### src/rtl/exc_ctrl_if.sv
// Handshake bundle between the MEM-stage exception encoder/CP0/PC mux and exc_ctrl.
// The slave modport is the controller's view; master is the pipeline side.
interface exc_ctrl_if;
    logic [31:0] except_type;
    logic [31:0] pc_m;
    logic [31:0] bad_addr_m;
    logic        in_delayslot_m;
    logic        stall_m;
    logic [31:0] cp0_epc;

    logic        flush;
    logic        pc_redirect;
    logic [31:0] new_pc;
    logic        exc_we;
    logic [4:0]  exc_code;
    logic        exc_bd;
    logic [31:0] exc_epc;
    logic        badvaddr_we;
    logic [31:0] exc_badvaddr;
    logic        eret_we;
    logic        busy;

    modport slave (
        input  except_type, pc_m, bad_addr_m, in_delayslot_m, stall_m, cp0_epc,
        output flush, pc_redirect, new_pc, exc_we, exc_code, exc_bd, exc_epc,
               badvaddr_we, exc_badvaddr, eret_we, busy
    );

    modport master (
        output except_type, pc_m, bad_addr_m, in_delayslot_m, stall_m, cp0_epc,
        input  flush, pc_redirect, new_pc, exc_we, exc_code, exc_bd, exc_epc,
               badvaddr_we, exc_badvaddr, eret_we, busy
    );
endinterface

### src/rtl/exc_ctrl.sv
// Precise-exception commit sequencer: capture in MEM, wait out stalls, issue a
// one-cycle commit (CP0 write, flush, PC redirect), then hold off new exceptions.
module exc_ctrl #(
    parameter logic [31:0] EXC_VECTOR  = 32'hBFC00380,
    parameter int          HOLD_CYCLES = 2
) (
    input  logic       clk,
    input  logic       rst,
    exc_ctrl_if.slave  bus
);
    typedef enum logic [1:0] {S_IDLE, S_WAIT, S_COMMIT, S_HOLD} state_t;

    localparam logic [2:0] HOLD_LOAD = 3'(HOLD_CYCLES - 1);

    state_t      r_state;
    logic [2:0]  r_cnt;
    logic [3:0]  r_type;
    logic [31:0] r_pc;
    logic [31:0] r_bad;
    logic        r_bd;
    logic [31:0] r_cp0_epc;

    logic        w_valid;
    logic        w_idle;
    logic        w_commit_go;
    logic [3:0]  w_type;
    logic [31:0] w_pc;
    logic [31:0] w_bad;
    logic        w_bd;
    logic [31:0] w_cp0_epc;
    logic        w_eret;
    logic [4:0]  w_code;
    logic [31:0] w_epc_val;
    logic        w_bv_we;
    logic [31:0] w_bv;

    always_comb begin
        w_valid = 1'b0;
        if (bus.except_type[31:4] == 28'd0) begin
            case (bus.except_type[3:0])
                4'h1, 4'h4, 4'h5, 4'h8, 4'h9, 4'ha, 4'hc, 4'he: w_valid = 1'b1;
                default:                                          w_valid = 1'b0;
            endcase
        end
    end

    // Commit straight out of IDLE uses live inputs; out of WAIT the frozen copy.
    assign w_idle      = (r_state == S_IDLE);
    assign w_type      = w_idle ? bus.except_type[3:0] : r_type;
    assign w_pc        = w_idle ? bus.pc_m             : r_pc;
    assign w_bad       = w_idle ? bus.bad_addr_m       : r_bad;
    assign w_bd        = w_idle ? bus.in_delayslot_m   : r_bd;
    assign w_cp0_epc   = w_idle ? bus.cp0_epc          : r_cp0_epc;
    assign w_commit_go = !bus.stall_m && ((w_idle && w_valid) || (r_state == S_WAIT));

    assign w_eret    = (w_type == 4'he);
    assign w_code    = (w_type == 4'h1) ? 5'd0 : {1'b0, w_type};
    assign w_epc_val = w_bd ? (w_pc - 32'd4) : w_pc;
    assign w_bv_we   = (w_type == 4'h4) || (w_type == 4'h5);
    // A misaligned PC on AdEL means the fetch itself faulted.
    assign w_bv      = ((w_type == 4'h4) && (w_pc[1:0] != 2'b00)) ? w_pc : w_bad;

    always_ff @(posedge clk) begin
        if (rst) begin
            r_state          <= S_IDLE;
            r_cnt            <= 3'd0;
            r_type           <= 4'd0;
            r_pc             <= 32'd0;
            r_bad            <= 32'd0;
            r_bd             <= 1'b0;
            r_cp0_epc        <= 32'd0;
            bus.flush        <= 1'b0;
            bus.pc_redirect  <= 1'b0;
            bus.new_pc       <= 32'd0;
            bus.exc_we       <= 1'b0;
            bus.exc_code     <= 5'd0;
            bus.exc_bd       <= 1'b0;
            bus.exc_epc      <= 32'd0;
            bus.badvaddr_we  <= 1'b0;
            bus.exc_badvaddr <= 32'd0;
            bus.eret_we      <= 1'b0;
            bus.busy         <= 1'b0;
        end else begin
            bus.flush       <= 1'b0;
            bus.pc_redirect <= 1'b0;
            bus.exc_we      <= 1'b0;
            bus.badvaddr_we <= 1'b0;
            bus.eret_we     <= 1'b0;

            case (r_state)
                S_IDLE: begin
                    if (w_valid) begin
                        r_type    <= bus.except_type[3:0];
                        r_pc      <= bus.pc_m;
                        r_bad     <= bus.bad_addr_m;
                        r_bd      <= bus.in_delayslot_m;
                        r_cp0_epc <= bus.cp0_epc;
                        r_state   <= bus.stall_m ? S_WAIT : S_COMMIT;
                        bus.busy  <= 1'b1;
                    end
                end
                S_WAIT: begin
                    if (!bus.stall_m) r_state <= S_COMMIT;
                end
                S_COMMIT: begin
                    r_state <= S_HOLD;
                    r_cnt   <= HOLD_LOAD;
                end
                default: begin
                    if (r_cnt == 3'd0) begin
                        r_state  <= S_IDLE;
                        bus.busy <= 1'b0;
                    end else begin
                        r_cnt <= r_cnt - 3'd1;
                    end
                end
            endcase

            if (w_commit_go) begin
                bus.flush       <= 1'b1;
                bus.pc_redirect <= 1'b1;
                if (w_eret) begin
                    bus.eret_we <= 1'b1;
                    bus.new_pc  <= w_cp0_epc;
                end else begin
                    bus.exc_we      <= 1'b1;
                    bus.new_pc      <= EXC_VECTOR;
                    bus.exc_code    <= w_code;
                    bus.exc_bd      <= w_bd;
                    bus.exc_epc     <= w_epc_val;
                    bus.badvaddr_we <= w_bv_we;
                    if (w_bv_we) bus.exc_badvaddr <= w_bv;
                end
            end
        end
    end
endmodule

### src/flat_wrapper.sv
// flat-port wrapper written by rule: the top's interface ports become plain ports
module exc_ctrl_flat 
#(
    parameter logic [31:0] EXC_VECTOR  = 32'hBFC00380,
    parameter int          HOLD_CYCLES = 2
)
  (clk, rst, bus_except_type, bus_pc_m, bus_bad_addr_m, bus_in_delayslot_m, bus_stall_m, bus_cp0_epc, bus_flush, bus_pc_redirect, bus_new_pc, bus_exc_we, bus_exc_code, bus_exc_bd, bus_exc_epc, bus_badvaddr_we, bus_exc_badvaddr, bus_eret_we, bus_busy);
  exc_ctrl_if bus_i ();
  input  logic clk;
  input  logic rst;
  input wire logic [$bits(bus_i.except_type)-1:0] bus_except_type;
  input wire logic [$bits(bus_i.pc_m)-1:0] bus_pc_m;
  input wire logic [$bits(bus_i.bad_addr_m)-1:0] bus_bad_addr_m;
  input wire logic [$bits(bus_i.in_delayslot_m)-1:0] bus_in_delayslot_m;
  input wire logic [$bits(bus_i.stall_m)-1:0] bus_stall_m;
  input wire logic [$bits(bus_i.cp0_epc)-1:0] bus_cp0_epc;
  output wire logic [$bits(bus_i.flush)-1:0] bus_flush;
  output wire logic [$bits(bus_i.pc_redirect)-1:0] bus_pc_redirect;
  output wire logic [$bits(bus_i.new_pc)-1:0] bus_new_pc;
  output wire logic [$bits(bus_i.exc_we)-1:0] bus_exc_we;
  output wire logic [$bits(bus_i.exc_code)-1:0] bus_exc_code;
  output wire logic [$bits(bus_i.exc_bd)-1:0] bus_exc_bd;
  output wire logic [$bits(bus_i.exc_epc)-1:0] bus_exc_epc;
  output wire logic [$bits(bus_i.badvaddr_we)-1:0] bus_badvaddr_we;
  output wire logic [$bits(bus_i.exc_badvaddr)-1:0] bus_exc_badvaddr;
  output wire logic [$bits(bus_i.eret_we)-1:0] bus_eret_we;
  output wire logic [$bits(bus_i.busy)-1:0] bus_busy;
  assign bus_i.except_type = bus_except_type;
  assign bus_i.pc_m = bus_pc_m;
  assign bus_i.bad_addr_m = bus_bad_addr_m;
  assign bus_i.in_delayslot_m = bus_in_delayslot_m;
  assign bus_i.stall_m = bus_stall_m;
  assign bus_i.cp0_epc = bus_cp0_epc;
  assign bus_flush = bus_i.flush;
  assign bus_pc_redirect = bus_i.pc_redirect;
  assign bus_new_pc = bus_i.new_pc;
  assign bus_exc_we = bus_i.exc_we;
  assign bus_exc_code = bus_i.exc_code;
  assign bus_exc_bd = bus_i.exc_bd;
  assign bus_exc_epc = bus_i.exc_epc;
  assign bus_badvaddr_we = bus_i.badvaddr_we;
  assign bus_exc_badvaddr = bus_i.exc_badvaddr;
  assign bus_eret_we = bus_i.eret_we;
  assign bus_busy = bus_i.busy;
  exc_ctrl #(.EXC_VECTOR(EXC_VECTOR), .HOLD_CYCLES(HOLD_CYCLES)) u_core (.clk(clk), .rst(rst), .bus(bus_i));
endmodule
### config.mk
export PLATFORM = sky130hd
export DESIGN_NAME = exc_ctrl_flat
export DESIGN_NICKNAME = d
export VERILOG_FILES = /design/src/rtl/exc_ctrl_if.sv /design/src/rtl/exc_ctrl.sv /design/src/flat_wrapper.sv
export SDC_FILE = /design/constraint.sdc
export NUM_CORES = 1
export LEC_CHECK = 0
export ABC_AREA = 1
export BUFFER_PORTS_ARGS = -buffer_cell sky130_fd_sc_hd__buf_4
export CORE_UTILIZATION = 50
export CTS_CLUSTER_SIZE = 20
export DETAILED_ROUTE_END_ITERATION = 8
export PLACE_DENSITY = 0.73
export SETUP_SLACK_MARGIN = 0.02
export SLEW_MARGIN = 0
export SYNTH_ARGS = -nofsm -noshare
export SYNTH_HDL_FRONTEND = slang
export SYNTH_SLANG_ARGS = --single-unit
### constraint.sdc
create_clock -name clk -period 2.22 [get_ports clk]
set_input_delay 0.111 -clock clk [delete_from_list [all_inputs] [get_ports clk]]
set_output_delay 0.111 -clock clk [all_outputs]
set_load 0.02 [all_outputs]
---- After elaboration in Yosys (flattened, before gate mapping) ----
Memories as Yosys holds them, arrays and structs flattened.
Index checks and enable logic that the tools add are counted.
storage, ports and cells
  register bits after elaboration ......... 213
  ROM bits ................................ 16
  input port bits ......................... 132
  output and inout bits ................... 108
  logic and storage cells ................. 78
  memories ................................ 1
memory list
  memory           depth  width  read ports  clocked after memory_dff  write ports  line            source
  (no name shown)  16     1      1           0                         0            exc_ctrl.sv:40  case (bus.except_type[3:0])
operators by class
  $add $sub $neg .......................... 2
  equal/unequal tests ..................... 9
  multiplexer cells ....................... 23
  bitwise operators ....................... 4
  reductions and logical operators ........ 22
operator list
  operator                                              count
  two-way mux 32 bit                                    6
  subtractor 32 x 3 -> 32 bit (second input constant)   1
  zero test 28 bit                                      1
  AND reduction 3 bit                                   3
  equality test 4 x 3 -> 1 bit (second input constant)  2
  two-way mux 2 bit                                     4
  two-way mux 4 bit                                     2
  two-way mux 1 bit                                     7
  case mux 2 bit (3 select lines)                       1
  case mux 3 bit (2 select lines)                       1
  AND reduction 2 bit                                   3
  OR reduction 2 bit                                    3
  equality test 4 x 1 -> 1 bit (second input constant)  1
  equality test 4 bit (second input constant)           1
  inequality test 2 bit (second input constant)         2
  NOT 1 bit                                             4
  nonzero test 2 bit                                    2
  nonzero test 4 bit                                    1
  logical AND 1 bit                                     3
  zero test 3 bit                                       1
  two-way mux 3 bit                                     1
  OR reduction 3 bit                                    1
  subtractor 3 x 1 -> 3 bit (second input constant)     1
  equality test 2 x 1 -> 1 bit (second input constant)  1
  other kinds (6)                                       7

---- Depth between registers and ports, before layout ----
  word-level depth ........................ 7
  gate-level depth with buffers ........... 18
  depth with buffers taken out ............ 16

---- Worst setup path after synthesis ----
No wires, ideal clock.
  kind .................................... register to register
  from .................................... register u_core.r_state[0]
  to ...................................... register u_core.bus.exc_epc[22]
  arrival ................................. 2117 ps
  slack ................................... -10 ps
  cell stages (with the launch flop) ...... 18
  buffers on the path ..................... 2
  cells stage by stage .................... dfxtp_1 -> inv_1 -> ha_1 -> inv_2 -> buf_6 -> buf_6 -> nand2_1 -> o21ai_2 -> ha_1 -> nand3_1 -> nor2_1 -> nand2_1 -> nor2_2 -> nand3_1 -> nand2_1 -> nand2_1 -> o21ai_1 -> nor2_1
on the way
  longest elaborated chain between the ends .. 5
RTL lines
  item                                                                                 line               source
  start: declaration                                                                   exc_ctrl.sv:15     state_t r_state;
  start signal: assignment                                                             exc_ctrl.sv:98     r_state <= bus.stall_m ? S_WAIT : S_COMMIT;
  zero test 2 bit *                                                                    exc_ctrl.sv:48     assign w_idle = (r_state == S_IDLE);
  net u_core.w_idle                                                                    exc_ctrl.sv:24     logic w_idle;
  parallel branches: the longest is 4 deep, another holds subtractor 32 x 3 -> 32 bit  n/a
  end signal: assignment                                                               exc_ctrl.sv:130    bus.exc_epc <= w_epc_val;
  end: declaration                                                                     exc_ctrl_if.sv:25  output flush, pc_redirect, new_pc, exc_we, exc_code, exc_bd, exc_epc,
Mark *: on every way through the listed nets, which the timed path passes.
A chain may end at the register's enable or synchronous reset.

---- Final worst setup path ----
  from .................................... register u_core.r_state[1]
  to ...................................... register u_core.bus.exc_badvaddr[30] in the netlist's numbering
on the way
  longest elaborated chain between the ends .. 5
RTL lines
  item                                                                 line                            source
  zero test 2 bit *                                                    exc_ctrl.sv:48
  net u_core.w_idle                                                    exc_ctrl.sv:24
  two-way mux 4 bit, or another cell as far along                      exc_ctrl.sv:49                  assign w_type = w_idle ? bus.except_type[3:0] : r_type;
  equality test 4 x 3 -> 1 bit, or another cell as far along           exc_ctrl.sv:59, exc_ctrl.sv:61
  logical OR 1 bit, or another cell as far along                       exc_ctrl.sv:59                  assign w_bv_we = (w_type == 4'h4) || (w_type == 4'h5);
  AND reduction 3 bit (no line) or two-way mux 32 bit (tied branches)  n/a
  end signal: assignment                                               exc_ctrl.sv:132                 if (w_bv_we) bus.exc_badvaddr <= w_bv;
  end: declaration                                                     exc_ctrl_if.sv:26               badvaddr_we, exc_badvaddr, eret_we, busy
The timed path passes the listed nets; every way through them passes the cells marked *.

==> out/summary.json <==
{
  "status": {"value": "finished, violations left"},
  "violations_in_the_final_reports": {"value": "setup timing"},
  "clock_tree.htree_level_count": {"value": 1},
  "final_critical_path_setup_slack": {"value": -12.6, "unit": "ps"},
  "fillCellCount": {"value": 1702},
  "core-area": {"value": 21900, "unit": "µm²"},
  "vias": {"value": 12400},
  "wirelength": {"value": 38.3, "unit": "mm"},
  "initialDrtViolationCount": {"value": 881},
  "sequential_element_share_of_the_synthesized_area": {"value": 37.8, "unit": "%"},
  "clock_skew": {"value": 16.8, "unit": "ps"},
  "critical_path_arrival": {"value": 2650, "unit": "ps"},
  "drt_drc_violations_left": {"value": 0},
  "place_hpwl": {"value": 24.8, "unit": "mm"},
  "count_of_nets_after_finishing": {"value": 2309},
  "hold-path-cell-count": {"value": 6},
  "clock-root-buffer": {"value": "clkbuf_16"},
  "sw_frac_of_total": {"value": 38.0, "unit": "%"},
  "relSlewSlack": {"value": 46.1, "unit": "%"},
  "netlist_area": {"value": 11200, "unit": "µm²"},
  "power_leakage": {"value": 0.00772, "unit": "µW"},
  "synth_cell_type_count": {"value": 31},
  "syn-instance-count": {"value": 1766},
  "synthesis_warning_total": {"value": 0},
  "vdd_drop_max": {"value": 601, "unit": "µV"},
  "timing.final.hold_violations": {"value": 0},
  "worstSkewPairLatency": {"value": 530, "unit": "ps"},
  "drv_cap": {"value": 0},
  "critPathLaunchType": {"value": "flip-flop"},
  "power_switching": {"value": 5640, "unit": "µW"},
  "fp-row-count": {"value": 54},
  "chipWidth": {"value": 152, "unit": "µm"},
  "drive_gt1_share": {"value": 23.3, "unit": "%"},
  "grt_antenna_before_repair": {"value": 1},
  "clock-sinks": {"value": 212},
  "grt_setup_unrepaired": {"value": "yes"},
  "fp.dieH": {"value": 152, "unit": "µm"},
  "post-route-period-util": {"value": 101, "unit": "%"},
  "postSynthAreaPerCell": {"value": 6.35, "unit": "µm²"},
  "grt_pass1_vias": {"value": 11300},
  "final_area": {"value": 16300, "unit": "µm²"},
  "place_congestion": {"value": 0.952},
  "crit_type": {"value": "reg -> reg"},
  "routed_via_density": {"value": 5.04},
  "r2r_cells": {"value": 16},
  "route.detailed.wl_per_inst": {"value": 15.5, "unit": "µm"},
  "grt_max_degree": {"value": 131},
  "worst_setup_path_end_kind": {"value": "flip-flop"},
  "cts_buffer_depth": {"value": 3},
  "required": {"value": 2640, "unit": "ps"},
  "most-common-layout-cells": {"value": "nand2_1, buf_4, inv_1, nor2_1, dfxtp_1"},
  "finish_stage_setup_viols": {"value": 1},
  "share_seq_of_total_power": {"value": 28.5, "unit": "%"},
  "postSynthNetCount": {"value": 1905},
  "tritoncts_clock_tree": {"value": "yes"},
  "postRouteAntennaNets": {"value": 0},
  "clkPwrFrac": {"value": 28.3, "unit": "%"},
  "p_int": {"value": 9200, "unit": "µW"},
  "mostFrequentLayoutCell": {"value": "nand2_1"},
  "floorplan.initialDensity": {"value": 51.2, "unit": "%"},
  "dr.pass1.iters": {"value": 7},
  "grt_first_pass_wirelength": {"value": 55.8, "unit": "mm"},
  "combinationalPowerShare": {"value": 43.3, "unit": "%"},
  "place_area": {"value": 13900, "unit": "µm²"},
  "synth_seq_cells": {"value": 212},
  "timing.final.crit_period": {"value": 2230, "unit": "ps"},
  "cts-buffers-inserted": {"value": 24},
  "tightest_slew": {"value": 809, "unit": "ps"},
  "grt.overflow.total": {"value": 0},
  "port_buffers": {"value": 238},
  "clk_pin_slew": {"value": 60, "unit": "ps"},
  "die-area": {"value": 23000, "unit": "µm²"},
  "pwr_density_cell": {"value": 912, "unit": "nW/µm²"},
  "rrSetupSlack": {"value": -10, "unit": "ps"},
  "io_pins": {"value": 240},
  "fmax": {"value": 448, "unit": "MHz"},
  "grtUsageTotal": {"value": 30.5, "unit": "%"},
  "area.growth.synth_to_final": {"value": 45.2, "unit": "%"},
  "min_path_type": {"value": "in -> reg"},
  "fin_tns_setup": {"value": -12.6, "unit": "ps"},
  "path_max_fanout": {"value": 32},
  "final_util": {"value": 74.4, "unit": "%"},
  "final-max-slew-violation-count": {"value": 0}
}
-- path summary, 6_finish.rpt --
path                        from                          end
max            u_core.r_state[1]  u_core.bus.exc_badvaddr[30]
min          bus_except_type[10]              u_core.bus.busy
max reg2reg    u_core.r_state[1]  u_core.bus.exc_badvaddr[30]
min reg2reg     u_core.r_type[3]             u_core.r_type[3]
-- critical path: stages, from the launching register on --
cell	delay, ps
dfxtp_2	330
inv_2	50
ha_4	190
buf_8	150
o21ai_1	230
inv_1	120
nor2_4	150
nand3_4	130
inv_2	110
nand2_2	70
buf_12	170
nand2_1	90
nand2_1	80
inv_1	80
nand2_1	50
nand2_1	60
nor2_1	50
-- cell families after synthesis --
family                     Yosys count  synth area share, %
other                                1               0.0334
adders and majority gates            7                0.781
DFF                                212                 37.8
xor gates and xnor gates             7                0.547
and+or+nand+nor                    843                 30.7
buffers and inverters              407                 15.0
AOI/OAI and AO/OA                  289                 15.1
-- registers in the layout, summed over array words and instances (netlist names), 2 cells and up --
| signal | cells |
|---|---|
| u_core.r_bad | 32 |
| u_core.bus.exc_code | 4 |
| u_core.r_type | 4 |
| u_core.r_cnt | 3 |
| u_core.bus.exc_epc | 32 |
| u_core.bus.exc_badvaddr | 32 |
| u_core.r_cp0_epc | 32 |
| u_core.bus.new_pc | 32 |
| u_core.r_state | 2 |
| u_core.r_pc | 32 |
-- repair_timing --
item,in CTS,in global routing
buffers inserted,3,15
gates cloned,1,7
gates resized for setup,16,63
hold endpoints to repair,138,0
hold buffers,103,0
pin swaps,2,20
endpoints found under the setup margin,31,133
-- cells in the mapped netlist --
cell	count	share of area [%]
o21ai_1	15	0.67
a21oi_1	68	3.0
nand2_2	10	0.56
buf_1	3	0.10
buf_4	15	1.0
nand3_2	5	0.45
o21ai_2	4	0.31
conb_1	1	0.033
inv_2	9	0.30
nand3_1	99	4.4
clkinv_1	1	0.033
nor2_2	12	0.67
inv_1	294	9.8
buf_6	8	0.80
nor2_1	241	8.1
o211ai_1	9	0.60
a211oi_1	84	5.6
nor3_2	1	0.089
clkbuf_1	50	1.7
xor2_1	7	0.55
nor2_4	5	0.50
o21ai_0	109	4.9
or2_0	1	0.056
dfxtp_1	212	38
nand4_1	6	0.33
nor3_1	2	0.089
buf_2	27	1.2
nand2_4	1	0.10
ha_1	7	0.78
or2_2	1	0.056
nand2_1	459	15
-- metrics by stage --
| step | worst slack, ps | hold WS (ps) | cells | power (µW) |
|---|---|---|---|---|
| finish | -12.6 | 77.1 | 2467 | 14800 |
| global route | -114 | 103 | 2467 | 15600 |
| CTS | 20.3 | 57.5 | 2444 | 14300 |
| detailed placement | -80.2 | 413 | 2295 | 9900 |
| global placement | -8.49 | 404 | 2295 | 9850 |
| floorplan | 31.4 | 287 | 1766 | 7650 |
-- area by class of cell --
| class | count | area [µm²] | area share [%] |
|---|---|---|---|
| Tap cell | 280 | 350 | 2.15 |
| Clock buffer | 34 | 709 | 4.36 |
| Antenna cell | 1 | 2.50 | 0.0154 |
| Multi-Input combinational cell | 1147 | 5520 | 33.9 |
| Timing Repair Buffer | 480 | 4180 | 25.7 |
| Inverter | 304 | 1150 | 7.07 |
| Clock inverter | 8 | 115 | 0.707 |
| Timing Repair inverter | 1 | 7.51 | 0.0461 |
| Sequential cell | 212 | 4250 | 26.1 |
-- per-layer routing --
metal	global-route usage [%]	wire [µm]	vias up
met4	9.60	1080	0
li1	-	-	6269
met2	53.3	18600	545
met1	37.6	15500	5533
met5	0	0	-
met3	5.75	3060	83
-- power by group through the flow --
stage	combinational [µW]	sequential, µW	clock (µW)
final	6430	4220	4190
after global routing	6980	4250	4380
after CTS	5870	4210	4230
after detailed placement	5620	4290	0
after global placement	5560	4290	0
after floorplan	3140	4510	0
(Power assumes the default switching activity.)
